[src/rtl/dmem_arb_pkg.sv]
// Shared state encoding and default sizing for the data-memory arbiter.
package dmem_arb_pkg;

    localparam int DMEM_ADDR_W       = 32;
    localparam int DMEM_DATA_W       = 32;
    localparam int DMEM_LEN_W        = 4;
    localparam int DMEM_STARVE_LIMIT = 4;

    typedef enum logic {
        IDLE       = 1'b0,
        HOST_BURST = 1'b1
    } arb_state_e;

    function automatic logic [31:0] sat_inc32(input logic [31:0] v);
        return (v == 32'hFFFF_FFFF) ? v : v + 32'd1;
    endfunction

endpackage

[src/rtl/dmem_arbiter_burst_addr_gen.sv]
// Host burst address generator: latches base/length at grant, walks beats,
// flags the final beat. Address wraps modulo 2^ADDR_W.
module burst_addr_gen #(
    parameter int ADDR_W = 32,
    parameter int LEN_W  = 4
) (
    input  logic              clk,
    input  logic              reset,
    input  logic              load,
    input  logic              advance,
    input  logic [ADDR_W-1:0] base,
    input  logic [LEN_W-1:0]  len,
    output logic [ADDR_W-1:0] addr,
    output logic              last
);

    logic [ADDR_W-1:0] base_q;
    logic [LEN_W-1:0]  len_q;
    logic [LEN_W-1:0]  beat_q;

    always_ff @(posedge clk or negedge reset) begin
        if (!reset) begin
            base_q <= '0;
            len_q  <= '0;
            beat_q <= '0;
        end else if (load) begin
            base_q <= base;
            len_q  <= len;
            beat_q <= '0;
        end else if (advance) begin
            beat_q <= last ? '0 : beat_q + LEN_W'(1);
        end
    end

    assign addr = base_q + ADDR_W'(beat_q);
    assign last = (beat_q == len_q);

endmodule

[src/rtl/dmem_arbiter.sv]
// Data-memory arbiter between the single-cycle core and a host burst port.
// Optional counters stall_cycles/host_beats exist when DMEM_ARB_STATS_EN is defined.
//
//   state      | meaning
//   IDLE       | CPU owns memory; host waits, starvation counter runs
//   HOST_BURST | host burst owns memory, one beat per cycle, CPU stalled
module dmem_arbiter
    import dmem_arb_pkg::*;
#(
    parameter int ADDR_W       = DMEM_ADDR_W,
    parameter int DATA_W       = DMEM_DATA_W,
    parameter int LEN_W        = DMEM_LEN_W,
    parameter int STARVE_LIMIT = DMEM_STARVE_LIMIT
) (
    input  logic              clk,
    input  logic              reset,
    input  logic              cpu_req,
    input  logic              cpu_we,
    input  logic [ADDR_W-1:0] cpu_addr,
    input  logic [DATA_W-1:0] cpu_wdata,
    output logic [DATA_W-1:0] cpu_rdata,
    output logic              cpu_stall,
    input  logic              host_req,
    input  logic              host_we,
    input  logic [ADDR_W-1:0] host_addr,
    input  logic [LEN_W-1:0]  host_len,
    input  logic [DATA_W-1:0] host_wdata,
    output logic              host_gnt,
    output logic              host_wack,
    output logic [DATA_W-1:0] host_rdata,
    output logic              host_rvalid,
    output logic              host_done,
    output logic [ADDR_W-1:0] mem_addr,
    output logic [DATA_W-1:0] mem_wdata,
    output logic              mem_we,
    output logic              mem_re,
    input  logic [DATA_W-1:0] mem_rdata
`ifdef DMEM_ARB_STATS_EN
    ,
    output logic [31:0]       stall_cycles,
    output logic [31:0]       host_beats
`endif
);

    localparam int SW = $clog2(STARVE_LIMIT + 1);

    arb_state_e        state_q;
    logic              burst_we_q;
    logic [SW-1:0]     starve_q;
    logic              in_burst;
    logic              starved;
    logic              grant;
    logic              cpu_serve;
    logic              last;
    logic [ADDR_W-1:0] burst_addr;

    assign in_burst  = (state_q == HOST_BURST);
    assign starved   = (starve_q == SW'(STARVE_LIMIT));
    assign grant     = !in_burst && host_req && (!cpu_req || starved);
    assign cpu_serve = !in_burst && cpu_req && !grant;
    assign cpu_stall = cpu_req && (in_burst || grant);
    assign cpu_rdata = mem_rdata;

    burst_addr_gen #(
        .ADDR_W (ADDR_W),
        .LEN_W  (LEN_W)
    ) u_addr_gen (
        .clk     (clk),
        .reset   (reset),
        .load    (grant),
        .advance (in_burst),
        .base    (host_addr),
        .len     (host_len),
        .addr    (burst_addr),
        .last    (last)
    );

    // Strobes stay low in the grant cycle: the CPU is stalled and the burst starts next cycle.
    always_comb begin
        mem_addr  = cpu_addr;
        mem_wdata = cpu_wdata;
        mem_we    = 1'b0;
        mem_re    = 1'b0;
        host_wack = 1'b0;
        if (in_burst) begin
            mem_addr  = burst_addr;
            mem_wdata = host_wdata;
            mem_we    = burst_we_q;
            mem_re    = !burst_we_q;
            host_wack = burst_we_q;
        end else if (cpu_serve) begin
            mem_we = cpu_we;
            mem_re = !cpu_we;
        end
    end

    always_ff @(posedge clk or negedge reset) begin
        if (!reset) begin
            state_q     <= IDLE;
            burst_we_q  <= 1'b0;
            starve_q    <= '0;
            host_gnt    <= 1'b0;
            host_rvalid <= 1'b0;
            host_done   <= 1'b0;
            host_rdata  <= '0;
        end else begin
            host_gnt    <= grant;
            host_rvalid <= in_burst && !burst_we_q;
            host_done   <= in_burst && last;
            if (in_burst && !burst_we_q)
                host_rdata <= mem_rdata;
            case (state_q)
                IDLE: begin
                    if (grant) begin
                        state_q    <= HOST_BURST;
                        burst_we_q <= host_we;
                        starve_q   <= '0;
                    end else if (host_req && !starved) begin
                        starve_q <= starve_q + SW'(1);
                    end
                end
                HOST_BURST: begin
                    if (last)
                        state_q <= IDLE;
                end
                default: state_q <= IDLE;
            endcase
        end
    end

`ifdef DMEM_ARB_STATS_EN
    always_ff @(posedge clk or negedge reset) begin
        if (!reset) begin
            stall_cycles <= '0;
            host_beats   <= '0;
        end else begin
            if (cpu_stall)
                stall_cycles <= sat_inc32(stall_cycles);
            if (in_burst)
                host_beats <= host_beats + 32'd1;
        end
    end
`endif

endmodule

[config.mk]
export PLATFORM = sky130hd
export DESIGN_NAME = dmem_arbiter
export DESIGN_NICKNAME = d
export VERILOG_FILES = /design/src/rtl/dmem_arb_pkg.sv /design/src/rtl/dmem_arbiter_burst_addr_gen.sv /design/src/rtl/dmem_arbiter.sv
export SDC_FILE = /design/constraint.sdc
export NUM_CORES = 1
export LEC_CHECK = 0
export BUFFER_PORTS_ARGS = -buffer_cell sky130_fd_sc_hd__buf_2
export CAP_MARGIN = 20
export CELL_PAD_IN_SITES_DETAIL_PLACEMENT = 0
export CELL_PAD_IN_SITES_GLOBAL_PLACEMENT = 1
export CORE_AREA = 2 2 134 136
export DETAILED_ROUTE_END_ITERATION = 16
export DIE_AREA = 0 0 136 138
export PLACE_DENSITY_LB_ADDON = 0.25
export SYNTH_ARGS = -nofsm -noshare
export SYNTH_HDL_FRONTEND = slang
export SYNTH_HIERARCHICAL = 1
export SYNTH_SLANG_ARGS = --single-unit
[constraint.sdc]
create_clock -name clk -period 2.4 [get_ports clk]
set_clock_uncertainty 0.1 [all_clocks]
set_input_delay 0.12 -clock clk [delete_from_list [all_inputs] [get_ports clk]]
set_output_delay 0.12 -clock clk [all_outputs]
set_load 0.01 [all_outputs]
# After elaboration in Yosys (flattened, before gate mapping)

Index checks and enable logic that the tools add are counted.

Register bits after elaboration: 80
Input bits: 170
Output and inout port bits: 135
Word-level logic and storage cells: 51

Add/subtract/negate cells: 3
Eq/ne operators: 2
Mux-type cells: 15
Bitwise logic cells: 1
Reduce and logical (&&, ||, !) cells: 20

Operators with widths:

| kind                                                          | count |
|---|---|
| 32-bit two-way mux                                            | 2 |
| 32-bit by 4-bit adder with 32-bit output                      | 1 |
| 4-bit two-way mux                                             | 3 |
| 1-bit logical AND                                             | 8 |
| 1-bit two-way mux                                             | 7 |
| 1-bit logical NOT                                             | 6 |
| 3-bit two-way mux                                             | 2 |
| 4-bit by 1-bit adder with 4-bit output, second input constant | 1 |
| 4-bit equality test                                           | 1 |
| 2-bit AND reduction                                           | 2 |
| 2-bit nonzero test                                            | 2 |
| 3-bit by 1-bit adder with 3-bit output, second input constant | 1 |
| 3-bit equality test, second input constant                    | 1 |
| 1-bit logical OR                                              | 2 |
| 1-bit case mux with 2 select lines                            | 1 |
| 1-bit inverter                                                | 1 |

# Logic depth before layout (Yosys ltp)

Word-level depth: 7
Depth in mapped cells: 8
Depth with buffers taken out: 7

# Hierarchy

The synthesis kept the hierarchy.

By module, submodules not included:

| module         | instances | cells an instance | area an instance (um^2) |
|---|---|---|---|
| dmem_arbiter   | 1         | 210               | 2781.4 |
| burst_addr_gen | 1         | 209               | 2357.3 |

# Least setup slack after synthesis

No wires, ideal clock.

Kind: register to output
From: register u_addr_gen.beat_q[0]
To: output port mem_addr[22]
Arrival: 2142 ps
Path slack: 38 ps
Cell stages (with the launch flop): 9
Cell sequence: dfrtp_1 ha_1 fa_1 a211oi_1 or2_2 buf_2 nor4_1 xor2_1 mux2_1

Cells in the longest elaborated chain, start to end: 2

RTL lines:

| item                                     | RTL line                          | source |
|---|---|---|
| start, declared                          | dmem_arbiter_burst_addr_gen.sv:19 | `logic [LEN_W-1:0] beat_q;` |
| start signal, assigned                   | dmem_arbiter_burst_addr_gen.sv:31 | `beat_q <= last ? '0 : beat_q + LEN_W'(1);` |
| 32-bit by 4-bit adder with 32-bit output | dmem_arbiter_burst_addr_gen.sv:35 | `assign addr = base_q + ADDR_W'(beat_q);` |
| via burst_addr[22]                       | dmem_arbiter.sv:55                | `logic [ADDR_W-1:0] burst_addr;` |
| 32-bit two-way mux                       | dmem_arbiter.sv:85                | `if (in_burst) begin` |
| end, declared                            | dmem_arbiter.sv:33                | `output logic [ADDR_W-1:0] mem_addr,` |

The timed path passes the listed nets, and every way through them passes these cells.

# Worst setup path after layout

From: register u_addr_gen.beat_q[0]
To: output port mem_addr[30]

The elaborated chain is that of the path after synthesis.

==> flow_summary.toml <==
[floorplanning]
pin_count = 305
dieArea_sq_um = 18800
rows = 49
initial_core_util = 0.293
design.core.area_sq_um = 17500
die_h_um = 138
die_x_um = 136

[sta]
finalHoldViolCount = 0
fmax_ghz = 0.376
max_slew_margin = 0.599
setup_viol_count_final = 28
worst_pin_slew_ns = 0.601
fin_tns_setup_ns = -4.71
min_period_ns = 2.66
rsz0062_at_grt = "yes"
post-route-period-util = 1.11
slew_violations = 0
worst_slack_ns = -0.261

[routing]
viasPerCell = 4.44
routed_wl_mm = 15.0
drt-initial-drc-count = 108
drtPass1Iterations = 4
vias = 4486
wl_per_cell_um = 14.8
route.detailed.drc = 0
ant_nets = 0

[worst_setup_path]
cp.arrival_ns = 2.44
cp-end-kind = "primary output"
r2r-start = "in_burst"
r2r_setup_slack_ns = 0.53
critPathRequiredTime_ns = 2.18
cp_max_fo = 7
reg2reg_to = "u_addr_gen/base_q[18]"
r2r_cells = 4
critPathLaunchType = "register"
path_class = "register to primary output"

[yosys]
ys_warn_count = 6
syn-num-nets = 597
synth_ff_type = "dfrtp_1"
syn_area_per_cell_sq_um = 12.3
ys_seq_area_frac = 0.390
synth.area.mux_share = 0.311
synthAdderAreaFrac = 0.0209
synth_edf_count = 0
async_flop_share = 1.00
synth_compound_area_frac = 0.0302
syn_inst = 419
synth_area_sq_um = 5140
synthSimpleGateAreaFrac = 0.105
synth_top_family_by_area = "multiplexers"
synthXorXnorAreaFrac = 0.0562
ys_types = 47
ys_seq_elements = 80

[final_layout]
multi_input_area_sq_um = 2810
drive_above_1_share = 0.632
fin_cells = 1011
diodes = 0
seq_area_sq_um = 2010
fill_cells = 1679
finalNetCount = 955
area.growth.synth_to_final_pct = 56.2

[power_and_ir_drop]
seq_power_share = 0.265
clkPwrFrac = 0.164
p_int_uw = 6180
power_density_nw_per_um2 = 1210
combPwrFrac = 0.571
switching_share = 0.366
ir_drop_mv = 0.479
p_switching_uw = 3570
fin_total_pwr_uw = 9750
p_leak_uw = 0.00395

[global_routing]
grt.overflow.total = 0
grt_pass1_wl_mm = 23.7
antenna_found_initial = 0
grt_pass1_vias = 4801
grt_max_degree = 56
grt_use_total = 0.159

[clocking]
cts_sinks = 80
h-tree-depth = 3
clock_latency_ns = 0.34
cts_buffers = 9
cts_tree = "yes"
clock_tree.root_cell = "clkbuf_16"
cts.clk_slew.worst_paths_ns = 0.06
cts_max_path_buffers = 2

[place]
gp_congestion = 0.749
io_buffers = 304
hpwl_mm = 11.1
dp.cells = 921

[min_path]
hp-class = "input pin to async pin"

[flow_run]
cap_violations = 0

[status]
violations = "setup timing"
status = "complete, but fails checks"
## metrics by stage
step / util / instance area [sq um] / hold slack, ns / worst slack, ns
2_1_floorplan: - / 5140 / -0.276 / 0.0376
3_3_place_gp: 0.386 / 6760 / -0.0263 / -0.0901
3_5_place_dp: 0.386 / 6760 / -0.0162 / -0.138
4_1_cts: 0.455 / 7980 / 0.156 / -0.342
5_1_grt: 0.458 / 8030 / 0.179 / -0.378
6_report: 0.458 / 8030 / 0.142 / -0.261
## registers in the layout, indices dropped and copies added (netlist names)
name / flops
host_rdata: 32
u_addr_gen/base_q: 32
u_addr_gen/beat_q: 4
u_addr_gen/len_q: 4
starve_q: 3
burst_we_q: 1
host_done: 1
host_gnt: 1
host_rvalid: 1
in_burst: 1
## worst max-delay path by stage
stage                         start            to  slack (ns)  depth (start not counted)
6_report       u_addr_gen/beat_q[0]  mem_addr[30]       -0.26                          9
4_1_cts        u_addr_gen/beat_q[0]  mem_addr[30]       -0.34                          9
3_3_place_gp   u_addr_gen/base_q[0]  mem_addr[24]       -0.09                          9
3_5_place_dp   u_addr_gen/base_q[0]  mem_addr[20]       -0.14                          9
5_1_grt        u_addr_gen/beat_q[0]  mem_addr[20]       -0.38                          9
2_1_floorplan  u_addr_gen/beat_q[0]  mem_addr[22]        0.04                          8
## metal layers
layer | GRT usage | share of wire | wire, um
met5 | 0 | 0 | 0
met4 | 0.0466 | 0.015 | 225
met3 | 0.0312 | 0.047 | 703
met2 | 0.294 | 0.54 | 8140
met1 | 0.182 | 0.39 | 5900
## Yosys cell counts (7+ instances only)
cell type,number,area (sq um)
buf_4,34,255
dfrtp_1,80,2000
ha_1,7,87.6
inv_1,7,26.3
mux2_1,7,78.8
mux2_2,95,1070
mux2_4,30,450
nand2_1,16,60.1
nand3_1,10,50.1
nor2_1,8,30.0
nor3_1,7,35.0
xnor2_1,9,78.8
xor2_1,24,210
## kinds of logic after synthesis
group | after synthesis
muxes | 132
AOI/OAI and AO/OA | 22
DFF | 80
adders and majority gates | 8
buffers and inverters | 61
and+or+nand+nor | 83
xor gates and xnor gates | 33
## timing repair
action	4_1_cts	5_1_grt
buffers inserted	2	1
endpoints found under the setup margin	28	28
cloned	0	0
hold buffers	71	0
gates resized for setup	30	7
pin swaps	6	3
endpoints found under the hold margin	95	0
## worst max-delay path: stages (launching register included)
cell and delay, ns:
dfrtp_1 0.38, ha_2 0.20, fa_2 0.36, a211oi_2 0.23, or2_4 0.20, buf_12 0.13, nor4_4 0.04, xor2_1 0.18
mux2_4 0.27, buf_6 0.12
## final cells by class
cell class,count,area share
clock buffer,10,0.0285
multi-input combinational,278,0.349
timing repair buffer,400,0.318
sequential,80,0.250
inverter,8,0.00405
tap,229,0.0357
clock inverter,6,0.0145
## power by group through the flow
stage,Combinational [uW],Sequential (uW),Clock [uW]
floorplan,3350,2680,0
global placement,5100,2570,0
detailed placement,5150,2590,0
CTS,5600,2580,1650
global route,6020,2680,1700
finish,5570,2580,1600
## cell usage in the layout, fill, tap and decap left out, types with 7 or more instances in the layout
master | Yosys | layout
buf_2 | 6 | 291
mux2_2 | 95 | 85
dfrtp_1 | 80 | 79
dlygate4sd3_1 | 0 | 71
mux2_4 | 30 | 42
xor2_1 | 24 | 24
buf_4 | 34 | 21
nand2_1 | 16 | 16
buf_6 | 4 | 13
nand3_1 | 10 | 10
clkbuf_16 | 0 | 9
xnor2_1 | 9 | 9
nor2_1 | 8 | 8
inv_1 | 7 | 7
nor3_1 | 7 | 7
Power figures use the tool's default switching activity.
